$ cat config.mk
export PLATFORM = sky130hd
export DESIGN_NAME = rice_core_rf_scoreboard
export DESIGN_NICKNAME = d
export VERILOG_FILES = /design/src/rtl/rice_core_pkg.sv /design/src/rtl/rice_core_rf_scoreboard_counter.sv /design/src/rtl/rice_core_rf_scoreboard.sv
export SDC_FILE = /design/constraint.sdc
export NUM_CORES = 1
export LEC_CHECK = 0
export BUFFER_PORTS_ARGS = -buffer_cell sky130_fd_sc_hd__clkbuf_2
export CAP_MARGIN = 20
export CELL_PAD_IN_SITES_DETAIL_PLACEMENT = 0
export CELL_PAD_IN_SITES_GLOBAL_PLACEMENT = 1
export CORE_MARGIN = 4
export CORE_UTILIZATION = 30
export CTS_CLUSTER_SIZE = 30
export DETAILED_ROUTE_END_ITERATION = 8
export PLACE_DENSITY = 0.69
export RECOVER_POWER = 100
export SYNTH_ARGS = -nofsm -noshare
export SYNTH_HDL_FRONTEND = slang
export SYNTH_SLANG_ARGS = --single-unit
$ cat constraint.sdc
create_clock -name i_clk -period 5.9 [get_ports i_clk]
set_input_delay 0.885 -clock i_clk [delete_from_list [all_inputs] [get_ports i_clk]]
set_output_delay 0.885 -clock i_clk [all_outputs]
set_load 0.05 [all_outputs]
$ cat src/rtl/rice_core_pkg.sv
// rice_core_pkg: shared register-index type and register-file constants
package rice_core_pkg;
   localparam int RICE_CORE_NUM_GPR = 32;
   typedef logic [4:0] rice_core_rd;
endpackage

$ cat src/rtl/rice_core_rf_scoreboard_counter.sv
// rice_core_rf_scoreboard_counter: saturating pending-write counter for one register
module rice_core_rf_scoreboard_counter #(
   parameter int MAX_PENDING = 3,
   parameter int CNT_W = $clog2(MAX_PENDING + 1)
) (
   input  logic             i_clk,
   input  logic             i_rst_n,
   input  logic             inc,
   input  logic             dec,
   input  logic             clr,
   output logic [CNT_W-1:0] count,
   output logic             busy,
   output logic             full,
   output logic             underflow
);
   assign busy      = count != '0;
   assign full      = count == CNT_W'(MAX_PENDING);
   assign underflow = !clr && dec && !inc && !busy;
   // count up on issue, down on write-back, hold when both, never wrap
   always_ff @(posedge i_clk)
      if (!i_rst_n || clr) count <= '0;
      else if (inc && !dec && !full) count <= count + CNT_W'(1);
      else if (dec && !inc && busy) count <= count - CNT_W'(1);
endmodule

$ cat src/rtl/rice_core_rf_scoreboard.sv
// rice_core_rf_scoreboard: per-register pending-write tracking and issue hazard gating
module rice_core_rf_scoreboard
   import rice_core_pkg::*;
#(
   parameter int MAX_PENDING = 3
) (
   input  logic                         i_clk,
   input  logic                         i_rst_n,
   input  logic                         i_flush,
   input  logic                         i_issue_valid,
   output logic                         o_issue_ready,
   input  rice_core_rd                  i_issue_rs1,
   input  logic                         i_issue_rs1_used,
   input  rice_core_rd                  i_issue_rs2,
   input  logic                         i_issue_rs2_used,
   input  logic                         i_issue_rd_valid,
   input  rice_core_rd                  i_issue_rd,
   input  logic                         i_wb_valid,
   input  rice_core_rd                  i_wb_rd,
   output logic [RICE_CORE_NUM_GPR-1:0] o_busy,
   output logic                         o_wb_error
);
   localparam int CNT_W = $clog2(MAX_PENDING + 1);
   logic [CNT_W-1:0]             cnt [RICE_CORE_NUM_GPR];
   logic [RICE_CORE_NUM_GPR-1:0] busy_w, full_w, unf_w;
   logic                         fire;
   assign cnt[0]    = '0;
   assign busy_w[0] = 1'b0;
   assign full_w[0] = 1'b0;
   assign unf_w[0]  = 1'b0;
   // hazards are judged on registered counts only; a same-cycle write-back does not release
   always_comb begin
      o_issue_ready = !i_flush
         && !(i_issue_rs1_used && i_issue_rs1 != '0 && cnt[i_issue_rs1] != '0)
         && !(i_issue_rs2_used && i_issue_rs2 != '0 && cnt[i_issue_rs2] != '0)
         && !(i_issue_rd_valid && i_issue_rd != '0 && full_w[i_issue_rd]);
      fire = i_issue_valid && o_issue_ready;
   end
   for (genvar i = 1; i < RICE_CORE_NUM_GPR; i++) begin : g_cnt
      rice_core_rf_scoreboard_counter #(.MAX_PENDING(MAX_PENDING), .CNT_W(CNT_W)) u_cnt (
         .i_clk     (i_clk),
         .i_rst_n   (i_rst_n),
         .inc       (fire && i_issue_rd_valid && i_issue_rd == rice_core_rd'(i)),
         .dec       (i_wb_valid && i_wb_rd == rice_core_rd'(i)),
         .clr       (i_flush),
         .count     (cnt[i]),
         .busy      (busy_w[i]),
         .full      (full_w[i]),
         .underflow (unf_w[i])
      );
   end
   assign o_busy = busy_w;
   // sticky flag for a write-back that had nothing pending
   always_ff @(posedge i_clk)
      if (!i_rst_n) o_wb_error <= 1'b0;
      else if (!i_flush && |unf_w) o_wb_error <= 1'b1;
endmodule

Word-level counts from Yosys, hierarchy flattened --
Cells that the tools add are included.
Word-level totals: bits in registers 63, input bits 28, output and inout bits 34, logic and storage cells 751
Cells by class: add/subtract/negate cells 62, magnitude comparators 3, equality and inequality tests 93, mux-type cells 70, bitwise gates (word level) 2, reduce and logical (&&, ||, !) cells 489
Operator list (number):
- 1-bit logical AND | 291
- 5-bit == test (second input constant) | 32
- 2-bit 2-to-1 mux | 66
- 1-bit zero test | 129
- 2-bit nonzero test | 64
- 5-bit by 4-bit == test with 1-bit output (second input constant) | 16
- 2-bit by 1-bit adder with 2-bit output (second input constant) | 31
- 2-bit == test (second input constant) | 31
- 2-bit by 1-bit subtractor with 2-bit output (second input constant) | 31
- 5-bit by 3-bit == test with 1-bit output (second input constant) | 8
- 31-bit OR reduction | 1
- 2-bit binary-select mux with 5-bit select | 2
- 5-bit by 2-bit == test with 1-bit output (second input constant) | 4
- 5-bit nonzero test | 3
- 6-bit >= comparator (second input constant) | 2
- 5-bit NOT with 6-bit output | 2
- 5-bit by 1-bit == test with 1-bit output (second input constant) | 2
- 5-bit by 6-bit < comparator with 1-bit output (second input constant) | 1
- 1-bit binary-select mux with 5-bit select | 1
- 1-bit logical OR | 1
- 1-bit 2-to-1 mux | 1

Longest topological paths before layout --
Gate-level depths: netlist (run 1).
word-level depth 18, depth in mapped cells 13

By module --
A second synthesis (run 1) with hierarchy kept.
Second synthesis, totals: cells, all modules 751, area total of the unflattened synthesis 5979.5 sq um
Modules (own cells, without submodules):
- rice_core_rf_scoreboard_counter | instances 31, cells an instance 16, area each 133.9 sq um, sequential area each 40.0 sq um
- rice_core_rf_scoreboard | instances 1, cells an instance 255, area each 1829.3 sq um, sequential area each 20.0 sq um

Least setup slack after synthesis (run 1) --
OpenSTA, ideal clock, no wires.
path type input port to flip-flop, from in i_issue_rs1[0], to reg g_cnt[30].u_cnt.count[0], library setup time 0.116 ns, arrival 3.771 ns, setup slack 2.013 ns, stages 10, buffers on the path 1, cells stage by stage clkbuf_1 > mux4_2 > o221a_1 > a211oi_2 > nor2_1 > nor3_4 > nand3_4 > o21a_1 > a211o_1 > and3_1
Between the ends: word-level cells in the longest chain between the ends 17, elaborated cells between the ends (all ways) 22, classes of those cells mux: 4; bitwise: 1; reduce/logical: 17
Ends and longest elaborated chain:
- start, declared | line rice_core_rf_scoreboard.sv:12 | input rice_core_rd i_issue_rs1,
- 5-bit NOT with 6-bit output (implied by the code) | line rice_core_rf_scoreboard.sv:34 | && !(i_issue_rs1_used && i_issue_rs1 != '0 && cnt[i_issue_rs1] != '0)
- 2-bit binary-select mux with 5-bit select | line rice_core_rf_scoreboard.sv:34
- 2-bit 2-to-1 mux (implied by the code) (2 in a row) | line rice_core_rf_scoreboard.sv:34
- 2-bit nonzero test | line rice_core_rf_scoreboard.sv:34
- 1-bit logical AND * | line rice_core_rf_scoreboard.sv:34
- 1-bit zero test * | line rice_core_rf_scoreboard.sv:34
- 1-bit logical AND * | line rice_core_rf_scoreboard.sv:34
- 1-bit logical AND * | line rice_core_rf_scoreboard.sv:35 | && !(i_issue_rs2_used && i_issue_rs2 != '0 && cnt[i_issue_rs2] != '0)
- 1-bit logical AND * | line rice_core_rf_scoreboard.sv:36 | && !(i_issue_rd_valid && i_issue_rd != '0 && full_w[i_issue_rd]);
- via o_issue_ready | line rice_core_rf_scoreboard.sv:11 | output logic o_issue_ready,
- 1-bit logical AND * | line rice_core_rf_scoreboard.sv:37 | fire = i_issue_valid && o_issue_ready;
- 1-bit logical AND * (2 in a row) | line rice_core_rf_scoreboard.sv:43 | .inc (fire && i_issue_rd_valid && i_issue_rd == rice_core_rd'(i)),
- 1-bit zero test | line rice_core_rf_scoreboard_counter.sv:23 | else if (dec && !inc && busy) count <= count - CNT_W'(1);
- 1-bit logical AND (2 in a row) | line rice_core_rf_scoreboard_counter.sv:23
- 2-bit nonzero test (no line)
- end signal, assigned | line rice_core_rf_scoreboard_counter.sv:22 | else if (inc && !dec && !full) count <= count + CNT_W'(1);
- end signal, assigned | line rice_core_rf_scoreboard_counter.sv:23
- end, declared | line rice_core_rf_scoreboard_counter.sv:11 | output logic [CNT_W-1:0] count,
Mark *: on every way through the listed nets, which the timed path passes. The rest lies on a longest branch. The select of a mux whose other input is x is not followed. A chain may end at the register's enable or synchronous reset.

Worst setup path in the final report (run 1) --
from in i_issue_rs2[1], to out o_issue_ready
Between the ends: word-level cells in the longest chain between the ends 9, elaborated cells between the ends (all ways) 11, classes of those cells mux: 3; bitwise: 1; reduce/logical: 7
Ends and longest elaborated chain:
- start, declared | line rice_core_rf_scoreboard.sv:14 | input rice_core_rd i_issue_rs2,
- 5-bit NOT with 6-bit output (implied by the code) | line rice_core_rf_scoreboard.sv:35
- 2-bit binary-select mux with 5-bit select | line rice_core_rf_scoreboard.sv:35
- 2-bit 2-to-1 mux (implied by the code) (2 in a row) | line rice_core_rf_scoreboard.sv:35
- 2-bit nonzero test | line rice_core_rf_scoreboard.sv:35
- 1-bit logical AND * | line rice_core_rf_scoreboard.sv:35
- 1-bit zero test * | line rice_core_rf_scoreboard.sv:35
- 1-bit logical AND * | line rice_core_rf_scoreboard.sv:35
- 1-bit logical AND * | line rice_core_rf_scoreboard.sv:36
- end, declared | line rice_core_rf_scoreboard.sv:11
Mark *: on every way between the ends. The rest lies on a longest branch, timed or not. The select of a mux whose other input is x is not followed.

==> metrics.md, run 1 <==
| Metric | Value |
|---|---|
| Status | `completed` |
| Die Y-Extent | `about 140 µm` |
| DRT Wirelength | `just over 20000 µm` |
| # setup viols final | `0` |
| Post-cts sizing count | `0` |
| Largest family of logic cells by synthesized area | `simple AND/OR/NAND/NOR gates` |
| Core box area | `around 17000 µm²` |
| Total area of sequential cells | `~1300 µm²` |
| Placed insts | `approximately 970` |
| Endpoint class of the critical path | `output port` |
| Num CTS Buffers | `9` |
| Hold buffers post-CTS | `0` |
| Peak Freq | `0.2004 GHz` |
| Most frequent cell after synthesis | `nor2_1` |
| Placer congestion estimate | `0.9449` |
| Period utilization | `a little over four fifths` |
| Setup WS pre-CTS | `approximately 1.1 ns` |
| Largest net degree at the start of global routing | `29` |
| Ys flop type | `dfxtp_1` |
| Ant diodes | `0` |
| Leakage power | `1.992 nW` |
| Setup CP Type | `in2out` |
| TritonRoute pass-1 iters | `5` |
| Post-Syn Nets | `roughly 770` |
| Finished Layout Cells | `980` |
| First-pass GRT wire length | `31460 µm` |
| Post-Synth Simple-Gate Area | `32.24%` |
| EDFF count, synth | `0` |
| Relative slew slack | `between 20% and 30%` |
| Worst-margin pin slew | `1.061 ns` |
| Crit Path Max Fanout | `12` |
| Port Buf Inserts | `60` |
| Slack of the critical path | `approximately 0.91 ns` |
| Slew Limit Fails | `0` |
| Max VDD drop | `roughly 0.00014 V` |
| Top post-synthesis cells by count | `nor2_1 (79), nand2_1 (67), dfxtp_1 (63), nor3_1 (51), a21oi_1 (48)` |
| Startpoint types | `input pin` |
| GRT Overall Usage | `20.64%` |
| # Max-Cap Violations | `0` |
| Count of different cell masters after synthesis | `74` |
| Area contributors post-synth | `dfxtp_1 (24%), nor2_1 (5.6%), nor3_1 (4.8%), nand2_1 (4.8%), buf_4 (4.7%)` |
| Final Net Count | `around 800` |
| Starting Density | `slightly above 30%` |
| Layout fillers | `1978` |
| Crit path DAT | `approximately 4 ns` |
| Post-synthesis mux area share | `4.457%` |
| CTS tree | `built` |
| Post-CTS setup buffer count | `0` |
| Post-synthesis register bit count | `63` |
| Post-DR wirelength/cell | `approximately 21 µm` |
| Cell Pwr Density | `around 190 nW/µm²` |
| Seq/Total Area, Yosys | `23.90%` |
| IO Count | `slightly above 60` |
| Post-Route Skew | `just under 0.007 ns` |
| Placement Rows | `48` |
| Final Hold Vio Count | `0` |
| Post-synth top area share | `a little under a quarter` |
| Synth Area in Adders | `0%` |
| Synth warn | `0` |
| Deepest clock path buffer count | `2` |
| Post-detailed-placement half-perimeter wirelength | `15860 µm` |
| Vias in the first global route | `between 5000 and 6000` |
| Cell accounting for the most synthesized area | `dfxtp_1` |
| Multi-input gate area | `~3500 µm²` |
| Final min period | `roughly 5.0 ns` |
| Synth Area in XOR/XNOR | `less than 1%` |
| Initial antenna violation count | `0` |
| Synth Area in Compound Gates | `29.21%` |
| 1st-iter DRT viols | `between 500 and 600` |
| Hold crit path type | `reg2reg` |
| Congestion Overflow GR | `0` |
| Asr flop ratio synth | `0%` |
| Worst hold slack | `0.4981 ns` |
| Via/cell ratio | `slightly below 6` |
| Mapped cell area | `5278 µm²` |
| Htree depth | `3` |
| Final antenna-violating net count | `0` |
| Die area | `around 20000 µm²` |
| Root cell of the clock tree | `clkbuf_16` |
| WP data required | `between 5 and 6 ns` |
| Worst-path clk slew | `about 0.05 ns` |
| Post-Route Setup TNS | `0 ns` |
| Syn_area_per_cell | `~7.2 µm²` |
| Clk_lat worst skew | `about 0.34 ns` |
| Clock sinks | `63` |
| Share of cells above drive strength 1 | `roughly 8.6%` |
| Vias after detailed routing | `around 5700` |
| Remaining DRCs | `0` |
| Cells after Synth | `737` |
| RSZ-0062 raised after global routing | `no` |
| P&R area growth vs syn | `8.582%` |
| Chip width | `approximately 140 µm` |
-- registers in the layout, indices dropped and copies added, names as in the netlist --
name	flops
g_cnt.u_cnt.count	62
o_wb_error	1
-- power by group --
group	switching, W	total, W	internal [W]
clock	0.000194	0.000511	0.000317
sequential	0.00000104	0.000428	0.000427
combinational	0.000107	0.000147	0.0000399
total	0.000303	0.00109	0.000783
-- cell type report --
| type | instances | share of cell area (%) |
|---|---|---|
| well taps | 225 | 4.913 |
| clock buffers | 15 | 4.847 |
| inverters | 41 | 2.686 |
| flip-flops and latches | 63 | 22.01 |
| multi-input cells | 573 | 60.63 |
| repair buffers | 63 | 4.913 |
-- logic make-up after synthesis --
logic type	Yosys count
xor gates and xnor gates	3
AOI/OAI and AO/OA	225
DFF	63
buffers and inverters	101
other	1
muxes	12
and+or+nand+nor	332
-- placed cells by master, fill, tap and decap left out, drive strengths merged, types with 26 or more instances in the layout --
cell,synthesis,final
a211oi,29,29
a21oi,48,48
dfxtp,63,63
nand2,67,67
nor3,52,52
o21ai,45,45
nand3,26,26
clkbuf,22,75
inv,41,41
nor2,79,79
-- worst max-delay path, cell delays in order --
cell and delay [ns]:
clkbuf_1 0.43, nand2b_1 0.25, o311ai_0 0.41, nor3_1 0.08
o41ai_1 0.69, nand3_1 0.36, nor3_4 0.48, clkbuf_1 0.52
-- final timing paths --
check | endpoint | startpoint | slack (ns) | cells past startpoint
max | o_issue_ready | i_issue_rs2[1] | 0.91 | 8
min | g_cnt[27].u_cnt.count[1] | g_cnt[27].u_cnt.count[1] | 0.50 | 2
max reg2reg | o_wb_error | g_cnt[31].u_cnt.count[1] | 1.59 | 11
min reg2reg | g_cnt[27].u_cnt.count[1] | g_cnt[27].u_cnt.count[1] | 0.50 | 2
-- routing by layer --
metal / part of all wire, % / vias to the layer above / wire, µm / global-route usage (%)
met4: 1.3 / 0 / 270 / 5.405
met3: 10 / 21 / 2066 / 5.936
met1: 45 / 2706 / 9252 / 29.08
met5: 0 / - / 0 / 0
li1: - / 2728 / - / -
met2: 43 / 263 / 8827 / 30.95
-- stage by stage --
stage                     area (µm²)  util, %  power (W)
after floorplan                 5278        -  0.0005329
after global placement          5530    31.97  0.0005829
after detailed placement        5530    31.97  0.0005823
after CTS                       5808    33.58   0.001097
after global routing            5731    33.13   0.001131
final                           5731    33.13   0.001086
Power figures use the tool's default switching activity.
==> inputs of run 2 (changes only) <==
Clock period 5.9 ns to 4.9 ns, I/O delays scaled along.
==> run 2 against run 1 <==
Against the previous run: sequential cell count unchanged; setup slack worse by 0.24 ns; clock power increased by 15%; core utilization grew 0.19 points; via count grew 1.9%; power increased by 18%; global-route usage up 0.071 points; design area rose by 0.57%; sequential power grew 20%; largest cell class unchanged; highest routed layer is now met5.
==> metrics.md, run 2 (synthesized netlist as in run 1, its figures left out) <==
| Metric | Value |
|---|---|
| Most frequent cells in the layout | `nor2_1 (79), nand2_1 (66), dfxtp_1 (63)` |
| Worst-path clk slew | `approximately 0.060 ns` |
| Post-Route Skew | `about 0.006 ns` |
| CP max-delay cell | `mux4_2` |
| Setup CP Type | `reg2out` |
| Endpoint class of the critical path | `output port` |
| Max reg flops | `62` |
| Core box area | `17300 µm²` |
| Die Y-Extent | `140.6 µm` |
| Area after DPL | `between 5000 and 6000 µm²` |
| Post-cts sizing count | `0` |
| Cell Pwr Density | `between 200 and 250 nW/µm²` |
| Worst hold slack | `between 0.4 and 0.5 ns` |
| Net Sw Power | `roughly 0.00037 W` |
| Via/cell ratio | `a little under 6` |
| Period utilization | `between 80% and 90%` |
| Multi-input gate area | `around 3500 µm²` |
| Layout fillers | `approximately 2000` |
| Deepest clock path buffer count | `2` |
| # Max-Cap Violations | `0` |
| Final antenna-violating net count | `0` |
| Ant diodes | `0` |
| Final min period | `approximately 4.2 ns` |
| Leakage power | `between 2 and 2.5 nW` |
| Commonest non-fill, non-tap cell in the layout | `nor2_1` |
| Worst-margin pin slew | `around 0.84 ns` |
| Clock sinks | `63` |
| Starting Density | `between 30 and 40%` |
| Sw frac | `between 20 and 30%` |
| Clk_lat worst skew | `0.35 ns` |
| Comb power frac | `14.1%` |
| Root cell of the clock tree | `clkbuf_16` |
| Initial antenna violation count | `1` |
| Design area | `between 5000 and 6000 µm²` |
| Crit path DAT | `3.49 ns` |
| Startpoint types | `register` |
| Post-Route Setup TNS | `0 ns` |
| TritonRoute pass-1 iters | `6` |
| Biggest regs | `g_cnt.u_cnt.count: 62 flops, o_wb_error: 1 flops` |
| Remaining DRCs | `0` |
| CP cell instances | `or2_0 > mux4_2 > o221a_1 > a211oi_1 > nor2_1 > nor3_4 > clkbuf_1` |
| Clk pwr share | `between 40 and 50%` |
| Total area of sequential cells | `between 1000 and 1500 µm²` |
| P&R area growth vs syn | `9.199%` |
| Post-CTS setup buffer count | `0` |
| WP data required | `~4.2 ns` |
| Port Buf Inserts | `60` |
| Crit path largest cell delay | `roughly 0.53 ns` |
| Htree depth | `3` |
| Die area | `slightly below 20000 µm²` |
| Chip width | `140.6 µm` |
| Placement Rows | `between 40 and 50` |
| Share of cells above drive strength 1 | `roughly a tenth` |
| RSZ-0062 raised after global routing | `no` |
| # setup viols final | `0` |
| Final Net Count | `~800` |
| Max VDD drop | `between 0.00015 and 0.0002 V` |
| Largest net degree at the start of global routing | `29` |
| IO Count | `62` |
| Vias after detailed routing | `between 5000 and 6000` |
| Num CTS Buffers | `9` |
| Peak Freq | `approximately 0.24 GHz` |
| 1st-iter DRT viols | `658` |
| Largest reg by FF count | `g_cnt.u_cnt.count` |
| Placer congestion estimate | `~0.99` |
| Hold crit path type | `reg2reg` |
| Status | `completed` |
| Vias in the first global route | `between 5000 and 6000` |
| Relative slew slack | `a little over two fifths` |
| GRT Overall Usage | `20.71%` |
| Slew Limit Fails | `0` |
| First-pass GRT wire length | `approximately 32000 µm` |
| CTS tree | `built` |
| Int Pwr | `0.0009136 W` |
| Final Hold Vio Count | `0` |
| Congestion Overflow GR | `0` |
| Post-detailed-placement half-perimeter wirelength | `approximately 16000 µm` |
| Flop pwr share | `about two fifths` |
| Crit Path Max Fanout | `10` |
| Post-DR wirelength/cell | `~21 µm` |
| Hold buffers post-CTS | `0` |
| DRT Wirelength | `just over 20000 µm` |
run 2: metrics by stage:
stage                     util, %  setup WS, ns  power [W]  std cells
after CTS                   33.85        0.8892   0.001301        988
after detailed placement    32.32        0.7577  0.0007059        973
final                       33.32        0.6714   0.001287        988
after global placement      32.32        0.7792  0.0007066        973
after floorplan                 -         1.163  0.0006416        737
after global routing        33.32        0.5246   0.001338        988
run 2: area by class of cell:
cell class,instances,area share [%]
well taps,225,4.885
clock buffers,11,4.212
clock inverters,4,0.3908
inverters,41,2.670
repair buffers,71,5.753
multi-input cells,573,60.20
flip-flops and latches,63,21.88
run 2: worst max-delay path, delay by kind of cell, from the launching register on:
kind,cells,cell delay [ns]
DFF,1,0.34
muxes,1,0.53
buffers and inverters,1,0.53
and+or+nand+nor,3,1.10
AOI/OAI and AO/OA,2,0.65
run 2: power by group through the flow:
stage | Combinational, W | Sequential, W | Clock (W)
5_1_grt | 0.000193 | 0.000515 | 0.000631
4_1_cts | 0.000181 | 0.000515 | 0.000606
2_1_floorplan | 0.000114 | 0.000528 | 0
3_5_place_dp | 0.000180 | 0.000526 | 0
6_report | 0.000182 | 0.000515 | 0.000590
3_3_place_gp | 0.000181 | 0.000526 | 0
run 2: path summary, 6_finish.rpt:
path	slack [ns]	cells after the start	to	startpoint
setup / recovery	0.67	7	o_issue_ready	g_cnt[25].u_cnt.count[0]
setup reg to reg	0.78	12	o_wb_error	g_cnt[25].u_cnt.count[0]
hold / removal	0.49	2	g_cnt[21].u_cnt.count[1]	g_cnt[21].u_cnt.count[1]
hold reg to reg	0.49	2	g_cnt[21].u_cnt.count[1]	g_cnt[21].u_cnt.count[1]
run 2: layer usage:
| metal | GRT usage (%) | vias up | wire length [µm] |
|---|---|---|---|
| met5 | 0 | - | 13 |
| met4 | 8.618 | 2 | 633 |
| met3 | 6.140 | 50 | 1987 |
| met2 | 30.07 | 296 | 8665 |
| met1 | 28.59 | 2732 | 9378 |
| li1 | - | 2747 | - |
